==> src/rtl/multicycle_control_unit_pkg.sv <==
// Shared encodings for the multicycle control unit: FSM states, ALU commands,
// instruction field constants and the data-processing command decoder.
package multicycle_control_unit_pkg;

    typedef enum logic [3:0] {
        S_FETCH  = 4'd0,
        S_DECODE = 4'd1,
        S_MEMADR = 4'd2,
        S_MEMRD  = 4'd3,
        S_MEMWB  = 4'd4,
        S_MEMWR  = 4'd5,
        S_EXECR  = 4'd6,
        S_EXECI  = 4'd7,
        S_ALUWB  = 4'd8,
        S_BRANCH = 4'd9
    } state_e;

    localparam logic [2:0] ALU_ADD = 3'd0;
    localparam logic [2:0] ALU_SUB = 3'd1;
    localparam logic [2:0] ALU_AND = 3'd2;
    localparam logic [2:0] ALU_ORR = 3'd3;
    localparam logic [2:0] ALU_EOR = 3'd4;

    localparam logic [1:0] OP_DP  = 2'b00;
    localparam logic [1:0] OP_MEM = 2'b01;
    localparam logic [1:0] OP_BR  = 2'b10;
    localparam logic [1:0] OP_ILL = 2'b11;

    localparam logic [3:0] CMD_AND = 4'b0000;
    localparam logic [3:0] CMD_EOR = 4'b0001;
    localparam logic [3:0] CMD_SUB = 4'b0010;
    localparam logic [3:0] CMD_ADD = 4'b0100;
    localparam logic [3:0] CMD_TST = 4'b1000;
    localparam logic [3:0] CMD_CMP = 4'b1010;
    localparam logic [3:0] CMD_CMN = 4'b1011;
    localparam logic [3:0] CMD_ORR = 4'b1100;

    typedef struct packed {
        logic       valid;
        logic       writes;
        logic       arith;
        logic [2:0] alu;
    } cmd_info_t;

    // arith marks the commands whose C and V results are meaningful
    function automatic cmd_info_t decode_cmd(input logic [3:0] cmd, input logic eor_en);
        cmd_info_t info;
        info = '0;
        case (cmd)
            CMD_ADD: info = '{valid: 1'b1, writes: 1'b1, arith: 1'b1, alu: ALU_ADD};
            CMD_SUB: info = '{valid: 1'b1, writes: 1'b1, arith: 1'b1, alu: ALU_SUB};
            CMD_AND: info = '{valid: 1'b1, writes: 1'b1, arith: 1'b0, alu: ALU_AND};
            CMD_ORR: info = '{valid: 1'b1, writes: 1'b1, arith: 1'b0, alu: ALU_ORR};
            CMD_EOR: info = '{valid: eor_en, writes: eor_en, arith: 1'b0, alu: ALU_EOR};
            CMD_CMP: info = '{valid: 1'b1, writes: 1'b0, arith: 1'b1, alu: ALU_SUB};
            CMD_CMN: info = '{valid: 1'b1, writes: 1'b0, arith: 1'b1, alu: ALU_ADD};
            CMD_TST: info = '{valid: 1'b1, writes: 1'b0, arith: 1'b0, alu: ALU_AND};
            default: info = '0;
        endcase
        return info;
    endfunction

endpackage

==> src/rtl/multicycle_control_unit_cond_eval.sv <==
// Combinational evaluation of an ARM condition code against the NZCV flags.
module cond_eval (
    input  logic [3:0] cond_i,
    input  logic [3:0] nzcv_i,
    output logic       cond_ex_o
);
    logic n, z, c, v, ge;

    assign {n, z, c, v} = nzcv_i;
    assign ge = (n == v);

    always_comb begin
        cond_ex_o = 1'b0;
        case (cond_i)
            4'b0000: cond_ex_o = z;
            4'b0001: cond_ex_o = ~z;
            4'b0010: cond_ex_o = c;
            4'b0011: cond_ex_o = ~c;
            4'b0100: cond_ex_o = n;
            4'b0101: cond_ex_o = ~n;
            4'b0110: cond_ex_o = v;
            4'b0111: cond_ex_o = ~v;
            4'b1000: cond_ex_o = c & ~z;
            4'b1001: cond_ex_o = ~c | z;
            4'b1010: cond_ex_o = ge;
            4'b1011: cond_ex_o = ~ge;
            4'b1100: cond_ex_o = ~z & ge;
            4'b1101: cond_ex_o = z | ~ge;
            4'b1110: cond_ex_o = 1'b1;
            default: cond_ex_o = 1'b0;  // 1111 is never executed
        endcase
    end
endmodule

==> src/rtl/multicycle_control_unit.sv <==
// Multicycle ARM-subset control unit: FSM, main decoder and NZCV flag register.
module multicycle_control_unit
    import multicycle_control_unit_pkg::*;
#(
    parameter int ALU_CTRL_W = 3,
    parameter int EOR_EN     = 1
) (
    input  logic                  CLK,
    input  logic                  RESET,
    input  logic [31:0]           Instr,
    input  logic [3:0]            ALUFlags,
    input  logic                  MemReady,
    output logic                  PCWrite,
    output logic                  AdrSrc,
    output logic                  MemWrite,
    output logic                  IRWrite,
    output logic                  RegWrite,
    output logic                  ALUSrcA,
    output logic [1:0]            ALUSrcB,
    output logic [1:0]            ResultSrc,
    output logic [1:0]            ImmSrc,
    output logic [1:0]            RegSrc,
    output logic [ALU_CTRL_W-1:0] ALUControl,
    output logic                  IllegalInstr,
    output logic [3:0]            State
);
    state_e     state_q, state_d;
    logic [3:0] nzcv_q, nzcv_d;
    logic       condexr_q, condexr_d;

    logic [1:0] op;
    logic [5:0] funct;
    logic [3:0] cmd, rd, cond;
    logic       s_bit, s_eff, cond_ex;
    cmd_info_t  info;
    logic       unused_bits;

    logic       pcw, irw, regw, memw, illegal;
    logic [2:0] alu_sel;

    assign cond  = Instr[31:28];
    assign op    = Instr[27:26];
    assign funct = Instr[25:20];
    assign rd    = Instr[15:12];
    assign cmd   = funct[4:1];
    assign s_bit = funct[0];
    assign unused_bits = ^{Instr[19:16], Instr[11:0]};

    assign info  = decode_cmd(cmd, EOR_EN != 0);
    // compare/test commands exist only to set flags
    assign s_eff = s_bit | (info.valid & ~info.writes);

    cond_eval u_cond_eval (
        .cond_i    (cond),
        .nzcv_i    (nzcv_q),
        .cond_ex_o (cond_ex)
    );

    always_ff @(posedge CLK or posedge RESET) begin
        if (RESET) begin
            state_q   <= S_FETCH;
            nzcv_q    <= 4'b0000;
            condexr_q <= 1'b0;
        end else begin
            state_q   <= state_d;
            nzcv_q    <= nzcv_d;
            condexr_q <= condexr_d;
        end
    end

    always_comb begin
        state_d   = state_q;
        nzcv_d    = nzcv_q;
        condexr_d = condexr_q;
        pcw       = 1'b0;
        irw       = 1'b0;
        regw      = 1'b0;
        memw      = 1'b0;
        illegal   = 1'b0;
        AdrSrc    = 1'b0;
        ALUSrcA   = 1'b0;
        ALUSrcB   = 2'b00;
        ResultSrc = 2'b00;
        alu_sel   = ALU_ADD;
        case (state_q)
            S_FETCH: begin
                ALUSrcA   = 1'b1;
                ALUSrcB   = 2'b10;
                ResultSrc = 2'b10;
                if (MemReady) begin
                    irw     = 1'b1;
                    pcw     = 1'b1;
                    state_d = S_DECODE;
                end
            end
            S_DECODE: begin
                ALUSrcA   = 1'b1;
                ALUSrcB   = 2'b10;
                condexr_d = cond_ex;
                state_d   = S_FETCH;
                if (cond_ex) begin
                    case (op)
                        OP_DP: begin
                            if (!info.valid) illegal = 1'b1;
                            else state_d = funct[5] ? S_EXECI : S_EXECR;
                        end
                        OP_MEM:  state_d = S_MEMADR;
                        OP_BR:   state_d = S_BRANCH;
                        default: illegal = 1'b1;
                    endcase
                end
            end
            S_EXECR, S_EXECI: begin
                ALUSrcB = (state_q == S_EXECI) ? 2'b01 : 2'b00;
                alu_sel = info.alu;
                state_d = S_ALUWB;
                if (s_eff && condexr_q) begin
                    nzcv_d[3:2] = ALUFlags[3:2];
                    if (info.arith) nzcv_d[1:0] = ALUFlags[1:0];
                end
            end
            S_ALUWB: begin
                regw    = condexr_q & info.writes;
                pcw     = condexr_q & info.writes & (rd == 4'd15);
                state_d = S_FETCH;
            end
            S_MEMADR: begin
                ALUSrcB = 2'b01;
                alu_sel = funct[3] ? ALU_ADD : ALU_SUB;
                state_d = funct[0] ? S_MEMRD : S_MEMWR;
            end
            S_MEMRD: begin
                AdrSrc = 1'b1;
                if (MemReady) state_d = S_MEMWB;
            end
            S_MEMWB: begin
                ResultSrc = 2'b01;
                regw      = condexr_q;
                state_d   = S_FETCH;
            end
            S_MEMWR: begin
                AdrSrc = 1'b1;
                memw   = condexr_q;
                if (MemReady) state_d = S_FETCH;
            end
            S_BRANCH: begin
                ALUSrcB   = 2'b01;
                ResultSrc = 2'b10;
                pcw       = condexr_q;
                state_d   = S_FETCH;
            end
            default: state_d = S_FETCH;
        endcase
    end

    // strobes are forced low combinationally so reset silences them at once
    assign PCWrite      = pcw & ~RESET;
    assign IRWrite      = irw & ~RESET;
    assign RegWrite     = regw & ~RESET;
    assign MemWrite     = memw & ~RESET;
    assign IllegalInstr = illegal & ~RESET;

    assign ALUControl = ALU_CTRL_W'(alu_sel);
    assign ImmSrc     = op;
    assign RegSrc     = {(op == OP_MEM) & ~funct[0], op == OP_BR};
    assign State      = state_q;
endmodule
==> config.mk <==
export PLATFORM = sky130hd
export DESIGN_NAME = multicycle_control_unit
export DESIGN_NICKNAME = d
export VERILOG_FILES = /design/src/rtl/multicycle_control_unit_pkg.sv /design/src/rtl/multicycle_control_unit_cond_eval.sv /design/src/rtl/multicycle_control_unit.sv
export SDC_FILE = /design/constraint.sdc
export NUM_CORES = 1
export LEC_CHECK = 0
export ABC_CLOCK_PERIOD_IN_PS = 3860
export CAP_MARGIN = 30
export CORE_MARGIN = 5
export CORE_UTILIZATION = 42
export CTS_BUF_LIST = sky130_fd_sc_hd__clkbuf_2
export CTS_CLUSTER_DIAMETER = 80
export DETAILED_ROUTE_END_ITERATION = 12
export PLACE_DENSITY = 0.89
export SLEW_MARGIN = 20
export SYNTH_ARGS = -nofsm -noshare
export SYNTH_HDL_FRONTEND = slang
export SYNTH_SLANG_ARGS = --single-unit
==> constraint.sdc <==
create_clock -name CLK -period 3.86 [get_ports CLK]
set_clock_uncertainty 0.2 [all_clocks]
set_input_delay 0.772 -clock CLK [delete_from_list [all_inputs] [get_ports CLK]]
set_output_delay 0.772 -clock CLK [all_outputs]
set_load 0.005 [all_outputs]
==> results of run 1 <==
==> final cells by class <==
cell class	instances	area, sq um	share of cell area, %
well taps	30	37.54	2.433
multi-input cells	107	723.2	46.88
flip-flops and latches	9	225.2	14.60
inverters	10	37.54	2.433
clock buffers	4	20.02	1.298
repair buffers	52	499.2	32.36
==> report_power, final <==
group | leakage (nW) | internal [mW] | total (mW) | switching [mW]
combinational | 0.515 | 0.164 | 0.284 | 0.120
clock | 0.0166 | 0.0275 | 0.0573 | 0.0297
sequential | 0.118 | 0.114 | 0.160 | 0.0454
total | 0.650 | 0.306 | 0.501 | 0.195
==> logic make-up (layout without fill, tap and decap cells) <==
logic type	count (synthesis)	after routing	share of synthesized area (%)
and+or+nand+nor	53	53	28.08
AOI/OAI and AO/OA	39	39	25.12
buffers and inverters	23	66	10.19
DFF	9	9	21.33
muxes	7	7	7.227
adders and majority gates	4	4	4.740
xor gates and xnor gates	4	4	3.318
==> routing by layer <==
metal | routed length (microns) | part of all wire, %
met1 | 1165 | 42
met2 | 1401 | 51
met3 | 195 | 7.1
met4 | 0 | 0
met5 | 0 | 0
==> critical path: stages <==
cell and delay [ps]:
clkdlybuf4s50_1 470, buf_4 160, mux2i_1 200, o221ai_1 140
a211o_1 320, o31ai_2 320, nor3_2 80, dlygate4sd2_1 270
==> stage by stage <==
step                power, mW  instances  instance area (sq um)  setup slack [ps]
detailed placement     0.4474        208                   1524            -90.55
global route           0.5468        212                   1543             1.179
floorplan              0.3073        139                   1056             788.1
CTS                    0.5061        212                   1543             130.3
global placement       0.4351        208                   1524            -64.64
finish                 0.5013        212                   1543             153.4
==> worst min path at each step <==
stage	from	end	depth (start not counted)
after detailed placement	condexr_q	condexr_q	2
final	condexr_q	condexr_q	2
after floorplan	condexr_q	condexr_q	2
after global placement	condexr_q	condexr_q	2
after global routing	condexr_q	condexr_q	2
after CTS	condexr_q	condexr_q	2
==> timing repair <==
item	CTS	global route
endpoints found under the setup margin	1	0
resized for setup	1	0
setup buffers	0	0
endpoints found under the hold margin	0	0
==> state kept, by name (all words and copies together) (netlist names) <==
| name | count |
|---|---|
| State | 4 |
| condexr_q | 1 |
| nzcv_q | 4 |
==> cells in the final DEF (no fill, tap or decap), types with 3 or more instances in the layout <==
cell type        Yosys  layout
clkdlybuf4s50_1      0      43
nor2_1              12      12
nand2_1             12      12
inv_1               10      10
dfrtp_1              9       9
a21oi_1              8       8
o21ai_0              8       8
buf_4                3       8
mux2_2               5       5
nand2b_1             4       4
nor3b_1              4       4
a21o_1               4       4
a31oi_1              4       4
ha_1                 4       4
clkbuf_2             0       4
nand3b_1             3       3
nand3_1              3       3
==> metrics.txt, run 1 <==
Antenna Cells 0; row count 18; Most Used Layer, Global Route met2; Total Routing Usage GR 16.36%; YS warnings 0; Clock Path Buffers 2; ys async rst share 100.0%; Cells after Synth 139; largest cells by area after synthesis dfrtp_1, mux2_2, ha_1; number of enable flip-flop cells after synthesis 0; Routed Antenna Nets 0; Vias 1,197; met3 Resource Use GR 3.240%; outcome complete, no violations; Mapped Area 1056 sq um; nature of the critical path endpoint output port; RSZ-0062 raised after global routing no; reg2reg start nzcv_q[3]; post-synth top area share 21.33%; initial antenna violation count 0; Slew Limit Fails 0; number of DRC markers in iteration 0 57; critical setup path kind in2out; CTS tree built; wire per inst 13.03 microns; endpoints failing hold 0; largest net degree at the start of global routing 15; CP Launch Type input pin; min-delay worst type reg2reg; clk_lat worst skew 240 ps; fillers 205; maximum clock frequency 269.8 MHz; hold_buf cts 0; Max-slew headroom 74.77%; Static Leak 0.6499 nW; die width 60.14 microns; sequential area share after synthesis 21.33%; CTS HTree Levels 1; initial core utilization 43.42%; critical path launch point Instr[30]; Synth Area per Inst 7.597 sq um; met2 GRT Util 28.86%; vias per cell 5.646; Min Hold Slack 365.2 ps; R2R Setup Slk 1860 ps; crit path to IllegalInstr; Overflow after GRT 0; share of cells above drive strength 1 12.64%; DRC Markers 0; drt first pass iters 4; Final HPWL DP 2326 microns; num ports 61; #FFs+latches synth 9; CORE AREA 2432 sq um; VDD IR max 0.2925 mV; fin nets 226; I/O Buffers 44; worst path arrival time 2730 ps; post-layout util 63.43%; clock root cell clkbuf_2; Net Count, Synth 182; Tmin final 3707 ps; Die Span Y 60.14 microns; Setup Total Neg Slack 0 ps; Num CTS Buffers 3; CP max FO 10; global routing usage on met1 21.27%; Layout area overhead 46.09%; first-pass GRT wire length 4636 microns; area leader, netlist dfrtp_1; period utilization 96.03%; die area 3617 sq um; number of global-route vias before repair 1,093; final setup fails 0; Pwr per Cell Area 324.9 nW/um^2; clk slew on worst S/H paths 80 ps; clock sinks 9; final wirelength 2762 microns; Post-synth top cells nand2_1, nor2_1, inv_1; Worst Tran Pin Value 378.5 ps; Max Cap Viol 0; depth of the most critical reg-to-reg path 6; R2R Path End State[2]; worst path required time 2890 ps; synth unique cells 47; Most used DFF post-synth dfrtp_1; gpl congestion 0.8637
(Power assumes the default switching activity.)
==> run 2, diff against run 1 <==
SLEW_MARGIN = 30   (was 20)
==> results of run 2 <==
No change in the layout: final DEF, timing and power equal those of run 1.
==> run 3, diff against run 2 <==
SLEW_MARGIN = 25   (was 30)
==> results of run 3 <==
No change in the layout: final DEF, timing and power equal those of run 1.
